--- src/rtl/pipe_ctrl_pkg.sv ---
// Shared types and constants for the pipeline hazard controller.
package pipe_ctrl_pkg;

  localparam int unsigned CNT_W   = 4;
  localparam int unsigned B_IFID  = 0;
  localparam int unsigned B_IDEX  = 1;
  localparam int unsigned B_EXMEM = 2;
  localparam int unsigned B_MEMWB = 3;

  typedef enum logic [1:0] {
    S_RUN       = 2'd0,
    S_MEM_WAIT  = 2'd1,
    S_INT_DRAIN = 2'd2,
    S_INT_VECT  = 2'd3
  } state_t;

endpackage

--- src/rtl/ctrl_down_counter.sv ---
// Loadable down counter that saturates at zero and flags the zero count.
module ctrl_down_counter
  import pipe_ctrl_pkg::*;
#(
  parameter int unsigned W = CNT_W
) (
  input  logic         clk,
  input  logic         reset,
  input  logic         load,
  input  logic [W-1:0] load_val,
  input  logic         en,
  output logic         zero_c
);

  logic [W-1:0] count;

  // Load wins over decrement; never wraps below zero.
  always_ff @(posedge clk or posedge reset) begin
    if (reset) begin
      count <= '0;
    end else if (load) begin
      count <= load_val;
    end else if (en && (count != '0)) begin
      count <= count - W'(1);
    end
  end

  assign zero_c = (count == '0);

endmodule

--- src/rtl/pipe_ctrl.sv ---
// Pipeline stall/flush controller: load-use, branch, multi-word memory and interrupt sequencing.
module pipe_ctrl
  import pipe_ctrl_pkg::*;
#(
  parameter int unsigned MEM_CYCLES = 2,
  parameter int unsigned INT_DRAIN  = 3
) (
  input  logic       clk,
  input  logic       reset,
  input  logic       load_use,
  input  logic       branch_taken,
  input  logic       mem_multi,
  input  logic       int_req,
  output logic [3:0] stall,
  output logic [3:0] flush,
  output logic       pc_stall,
  output logic       pc_sel_int,
  output logic       int_ack
);

  state_t state, state_next;
  state_t ret, ret_next;
  logic   int_pending;
  logic   cnt_load, cnt_en, cnt_zero;
  logic   dcnt_load, dcnt_en, dcnt_zero;

  ctrl_down_counter #(.W(CNT_W)) u_cnt (
    .clk      (clk),
    .reset    (reset),
    .load     (cnt_load),
    .load_val (CNT_W'(MEM_CYCLES - 1)),
    .en       (cnt_en),
    .zero_c   (cnt_zero)
  );

  ctrl_down_counter #(.W(CNT_W)) u_dcnt (
    .clk      (clk),
    .reset    (reset),
    .load     (dcnt_load),
    .load_val (CNT_W'(INT_DRAIN - 1)),
    .en       (dcnt_en),
    .zero_c   (dcnt_zero)
  );

  always_ff @(posedge clk or posedge reset) begin
    if (reset) begin
      state       <= S_RUN;
      ret         <= S_RUN;
      int_pending <= 1'b0;
    end else begin
      state       <= state_next;
      ret         <= ret_next;
      // A request in the vector cycle survives the clear.
      int_pending <= int_req | (int_pending & (state != S_INT_VECT));
    end
  end

  always_comb begin
    state_next = state;
    ret_next   = ret;
    cnt_load   = 1'b0;
    cnt_en     = 1'b0;
    dcnt_load  = 1'b0;
    dcnt_en    = 1'b0;
    stall      = '0;
    flush      = '0;
    pc_stall   = 1'b0;
    pc_sel_int = 1'b0;
    int_ack    = 1'b0;

    unique case (state)
      S_RUN: begin
        if (mem_multi) begin
          stall[B_EXMEM:B_IFID] = 3'b111;
          flush[B_MEMWB]        = 1'b1;
          pc_stall              = 1'b1;
          cnt_load              = 1'b1;
          ret_next              = S_RUN;
          state_next            = S_MEM_WAIT;
        end else begin
          if (branch_taken) begin
            flush[B_IDEX:B_IFID] = 2'b11;
          end else if (load_use) begin
            pc_stall       = 1'b1;
            stall[B_IFID]  = 1'b1;
            flush[B_IDEX]  = 1'b1;
          end
          if (int_pending) begin
            dcnt_load  = 1'b1;
            state_next = S_INT_DRAIN;
          end
        end
      end

      S_MEM_WAIT: begin
        stall[B_EXMEM:B_IFID] = 3'b111;
        flush[B_MEMWB]        = 1'b1;
        pc_stall              = 1'b1;
        if (cnt_zero) begin
          state_next = ret;
        end else begin
          cnt_en = 1'b1;
        end
      end

      S_INT_DRAIN: begin
        if (mem_multi) begin
          // Drain count stays frozen while the memory op holds the pipe.
          stall[B_EXMEM:B_IFID] = 3'b111;
          flush[B_MEMWB]        = 1'b1;
          pc_stall              = 1'b1;
          cnt_load              = 1'b1;
          ret_next              = S_INT_DRAIN;
          state_next            = S_MEM_WAIT;
        end else begin
          pc_stall      = 1'b1;
          flush[B_IFID] = 1'b1;
          flush[B_IDEX] = branch_taken;
          if (dcnt_zero) begin
            state_next = S_INT_VECT;
          end else begin
            dcnt_en = 1'b1;
          end
        end
      end

      S_INT_VECT: begin
        pc_sel_int    = 1'b1;
        int_ack       = 1'b1;
        flush[B_IFID] = 1'b1;
        state_next    = S_RUN;
      end

      default: state_next = S_RUN;
    endcase

    // Outputs are forced quiet the moment reset rises.
    if (reset) begin
      stall      = '0;
      flush      = '0;
      pc_stall   = 1'b0;
      pc_sel_int = 1'b0;
      int_ack    = 1'b0;
    end
  end

endmodule

--- config.mk ---
export PLATFORM = sky130hd
export DESIGN_NAME = pipe_ctrl
export DESIGN_NICKNAME = d
export VERILOG_FILES = /design/src/rtl/pipe_ctrl_pkg.sv /design/src/rtl/ctrl_down_counter.sv /design/src/rtl/pipe_ctrl.sv
export SDC_FILE = /design/constraint.sdc
export NUM_CORES = 1
export LEC_CHECK = 0
export ABC_AREA = 1
export ABC_CLOCK_PERIOD_IN_PS = 1500
export CAP_MARGIN = 10
export CELL_PAD_IN_SITES_DETAIL_PLACEMENT = 0
export CELL_PAD_IN_SITES_GLOBAL_PLACEMENT = 1
export CORE_UTILIZATION = 33
export CTS_CLUSTER_DIAMETER = 30
export DETAILED_ROUTE_END_ITERATION = 16
export PLACE_DENSITY = 0.85
export REMOVE_ABC_BUFFERS = 1
export SYNTH_ARGS = -nofsm -noshare
export SYNTH_HDL_FRONTEND = slang
export SYNTH_SLANG_ARGS = --single-unit
--- constraint.sdc ---
create_clock -name clk -period 1.5 [get_ports clk]
set_input_delay 0.3 -clock clk [delete_from_list [all_inputs] [get_ports clk]]
set_output_delay 0.3 -clock clk [all_outputs]
set_load 0.05 [all_outputs]
# --- After elaboration in Yosys (flattened, before gate mapping) ---
# Cells that the tools add are included.
op_classes:
  n_eq_ne: 9
  mux: 42
  reduce_logical: 14
  bitwise_logic: 2
  n_addsub: 2
ops:
  columns: ["cell", "n"]
  rows:
  - ["2-bit 2-to-1 mux", 10]
  - ["4-bit 2-to-1 mux", 5]
  - ["1-bit 2-to-1 mux", 18]
  - ["3-bit one-hot mux with 3 select lines", 1]
  - ["4-bit logical NOT", 2]
  - ["2-bit inequality test (second input constant)", 4]
  - ["2-bit one-hot mux with 4 select lines", 1]
  - ["4-bit nonzero test", 2]
  - ["4-bit by 1-bit subtractor with 4-bit output (second input constant)", 2]
  - ["3-bit 2-to-1 mux", 2]
  - ["3-bit inequality test (second input constant)", 2]
  - ["1-bit one-hot mux with 2 select lines", 3]
  - ["3-bit AND reduction", 2]
  - ["2-bit nonzero test", 3]
  - ["2-bit equality test (second input constant)", 2]
  - ["2-bit one-hot mux with 2 select lines", 1]
  - ["2-bit OR reduction", 2]
  - ["1-bit one-hot mux with 3 select lines", 1]
  - ["2-bit by 1-bit equality test with 1-bit output (second input constant)", 1]
  - ["1-bit logical AND", 2]
  - ["2-bit logical NOT", 1]
  - ["1-bit AND", 1]
  - ["1-bit bitwise OR", 1]
word_totals:
  elab_cells: 74
  output_inout_bits: 11
  regBits: 13
  input_bits: 6

# --- Logic depth before layout (Yosys ltp) ---
logic_depth:
  ltp_word: 7
  mapped_depth: 8
  depth_no_buf: 8

# --- Hierarchy ---
# A second synthesis with hierarchy kept.
hier_totals:
  hier_cells: 167
  area_unflattened_um2: 1068.5
by_module_without_submodules:
  columns: ["module", "area_per_inst_um2", "seq_area_each_um2", "cells_each", "n_inst"]
  rows:
  - ["ctrl_down_counter", 299.0, 100.1, 47, 2]
  - ["pipe_ctrl", 470.5, 100.1, 73, 1]

# --- Worst setup path before layout ---
# No wires, ideal clock.
synth_path:
  path_type: "input-to-output"
  start: "input port reset"
  end: "output port stall[1]"
  arrival_ns: 1.927
  path_buffers: 1
  slack_ns: -0.727
  required_time_ns: 1.200
  stages: 4
  path_cell_list: "inv_1 o21ai_0 a21oi_1 buf_4"
synth_between:
  elab_chain_cells: 1
synth_rtl:
  columns: ["element", "line", "source"]
  rows:
  - ["from (decl)", "pipe_ctrl.sv:9", "input logic reset,"]
  - ["3-bit 2-to-1 mux", "pipe_ctrl.sv:138", "if (reset) begin"]
  - ["to (decl)", "pipe_ctrl.sv:14", "output logic [3:0] stall,"]
# Every way passes these cells.

# --- Worst setup path after layout ---
layout_path:
  start: "register state[1]"
  end: "output port pc_stall"
layout_between:
  elab_chain_cells: 4
  word_cells_on_any_way: 6
  classes_between: "eq/ne (2); mux (2); reduce/logical (2)"
layout_rtl:
  columns: ["element", "line", "source"]
  rows:
  - ["from (decl)", "pipe_ctrl.sv:21", "state_t state, state_next;"]
  - ["from (signal assigned)", "pipe_ctrl.sv:51", "state <= state_next;"]
  - ["2-bit equality test or 2-bit by 1-bit equality test with 1-bit output (tied branches)", "pipe_ctrl.sv:71", "unique case (state)"]
  - ["2-bit OR reduction (no source line)", null, null]
  - ["1-bit one-hot mux with 2 select lines *", "pipe_ctrl.sv:71", null]
  - ["1-bit 2-to-1 mux *", "pipe_ctrl.sv:138", null]
  - ["to (decl)", "pipe_ctrl.sv:16", "output logic pc_stall,"]
# Every way passes the cells marked *; elsewhere a longest branch is shown, timed or not.

==> run metrics <==
status=finished with violations; failing checks=negative setup slack; Pleak=0.000741 uW; routed vias=around 970; Yosys reg bits=12; Max Fanout on Critical Path=4; period utilisation layout=1.26; Starting DRT DRC Count=19; ANT nets after route=0; slowest stage cell, crit path=dfrtp_2; post-route cell area=1540 um2; Clk Latency, worst-skew pair=0.29 ns; kind of critical path=reg -> out; DIE HEIGHT=between 50 and 60 um; Layout Skew=0.0125 ns; total CTS buffers=3; crit path capture type=primary output; critical path data required time=1.20 ns; synthesized area=931 um2; clock root buffer=clkbuf_4; setup ws final=-0.383 ns; max cap viols=0; first-pass GRT wire length=4020 um; Area Overhead vs Synth=65.2%; cell depth of the worst flop-to-flop path=9; PwrDens=a little over 2000 nW/um2; nets=177; Data arrival, critical path=1.58 ns; largest net degree at the start of global routing=13; most frequent cells in the layout=nand2_1 (27), buf_4 (18), inv_1 (11), nand3_1 (11), dfrtp_1 (10); clock tree buffer depth=2; htree depth=1; Max Clk Rate=~0.53 GHz; Setup TNS=-2.84 ns; Initial Util=0.363; Core ar.=2570 um2; CP bufs+invs=3; Placement Cell Area=around 1300 um2; critical path, cell by cell=inv_4 > ha_4 > o211ai_1 > buf_4 > a21oi_4 > buf_12; row count=18; IO Count=17; total track usage=0.191; Clock Sinks=12; DIE AREA=3040 um2; Syn. warnings=0; RSZ-0062 raised after global routing=yes; Unique masters post-synth=25; drt wl/cell=14.8 um; register clock-pin slew on the reported worst setup and hold paths=0.09 ns; compound-gate portion of the synthesized area=0.0874; die width=between 50 and 60 um; XOR/XNOR Fraction of Synth Area=0.00941; Slew Limit Fails=0; Avg Vias per Cell=5.09; # fillers=216; met1 Resource Use GR=0.212; Mapped Cells=123; layout cells sized above 1=0.431; R2R setup slack=0.04 ns; Finished Core Util=0.599; vias in the first global route=918; initial antenna violation count=0; Tmin final=roughly 1.9 ns; CP peak stage delay=0.45 ns; commonest non-fill, non-tap cell in the layout=nand2_1; final setup fails=9; met3 Use GR=0.0574; CTS tree=built; Pre-antenna DRT Iters=4; Critical R2R Capture=state[0]; global-route track usage on met2=0.335; Startpoint Class=flip-flop; WHS=0.472 ns; DRC=0; Crit path max-delay family=flip-flops; Mapped Avg Cell Area=7.57 um2; # port buffers=14; Simple-Gate Fraction of Synth Area=0.337; Seq/Total Area, Yosys=0.323; CTS Hold Bufs=0; largest family of logic cells by synthesized area=simple AND/OR/NAND/NOR gates; Final HPWL DP=1690 um; Max IR drop VDD=1.45 mV; HP Class=in -> async; adder-cell share of the synthesized area=0.134; grt ovf=0; gr busiest metal=met2; antenna cell count=0; Placer Congestion=0.841; post-synthesis mux area share=0; Final Hold Vio Count=0; drt total wl=2810 um; R2R Path Start=state[0]
[layer usage]
layer	routed length, um	part of all wire
met5	0	0
met3	107	0.038
met1	1120	0.40
met2	1500	0.53
met4	82	0.029
[tightest hold or removal path, stage by stage]
cell,delay [ns]
clkdlybuf4s50_1,0.49
inv_1,0.12
buf_4,0.22
[cells in the mapped netlist]
master | n | area [um2]
nand2_1 | 28 | 105
o211ai_1 | 2 | 15.0
nand3_1 | 11 | 55.1
nand2_2 | 2 | 12.5
or2_2 | 2 | 12.5
o21ai_2 | 1 | 8.76
nor2_2 | 1 | 6.26
nand2_4 | 2 | 22.5
dfrtp_1 | 12 | 300
nand3b_1 | 2 | 15.0
conb_1 | 1 | 3.75
buf_4 | 5 | 37.5
nor3_1 | 1 | 5.00
inv_1 | 14 | 52.6
nand3_2 | 1 | 10.0
xor2_1 | 1 | 8.76
nor2_4 | 1 | 11.3
o21bai_1 | 1 | 7.51
ha_1 | 10 | 125
and2_1 | 1 | 6.26
inv_2 | 2 | 7.51
nand4_1 | 3 | 18.8
a21oi_1 | 6 | 30.0
nor2_1 | 9 | 33.8
o21ai_0 | 4 | 20.0
[flip-flops by register name, summed over array words and instances (netlist names)]
name / cells
ret: 1
state: 2
int_pending: 1
u_cnt.count: 4
u_dcnt.count: 4
[power breakdown]
group | internal, uW | leakage (uW) | switching [uW]
clock network | 148 | 0.0000210 | 120
registers | 459 | 0.000144 | 121
logic | 1040 | 0.000576 | 1270
total | 1650 | 0.000741 | 1510
[stage by stage]
stage | total power (uW) | setup slack (ns) | cells
floorplan | 1580 | -1.71 | 119
global placement | 2270 | -0.290 | 181
detailed placement | 2320 | -0.325 | 181
CTS | 2870 | -0.354 | 189
global route | 3370 | -0.438 | 190
finish | 3150 | -0.383 | 190
[logic make-up after synthesis]
family	count (synthesis)
simple gates	64
buf+inv	21
compound gates	14
flops	12
fa+ha+maj	10
xor+xnor	1
other cells	1
[area by class of cell]
cell class | count | area (um2) | area share
well taps | 30 | 37.5 | 0.0244
multi-input cells | 92 | 683 | 0.444
flip-flops and latches | 12 | 303 | 0.197
repair buffers | 36 | 410 | 0.267
inverters | 16 | 67.6 | 0.0439
clock buffers | 4 | 36.3 | 0.0236
[worst max-delay path by stage]
stage               slack (ns)  startpoint  cells after the start        to
finish                   -0.38    state[1]                      6  pc_stall
global route             -0.44    state[1]                      6  stall[0]
CTS                      -0.35    state[0]                      4  pc_stall
detailed placement       -0.33   mem_multi                      6  flush[1]
global placement         -0.29   mem_multi                      6  flush[1]
floorplan                -1.71       reset                      3  flush[3]
[timing repair]
action | in CTS | in global routing
buffers inserted | 5 | 1
gates resized for setup | 26 | 17
gates cloned | 0 | 1
setup endpoints to repair | 11 | 19
pin swaps | 6 | 6
(Power assumes the default switching activity.)
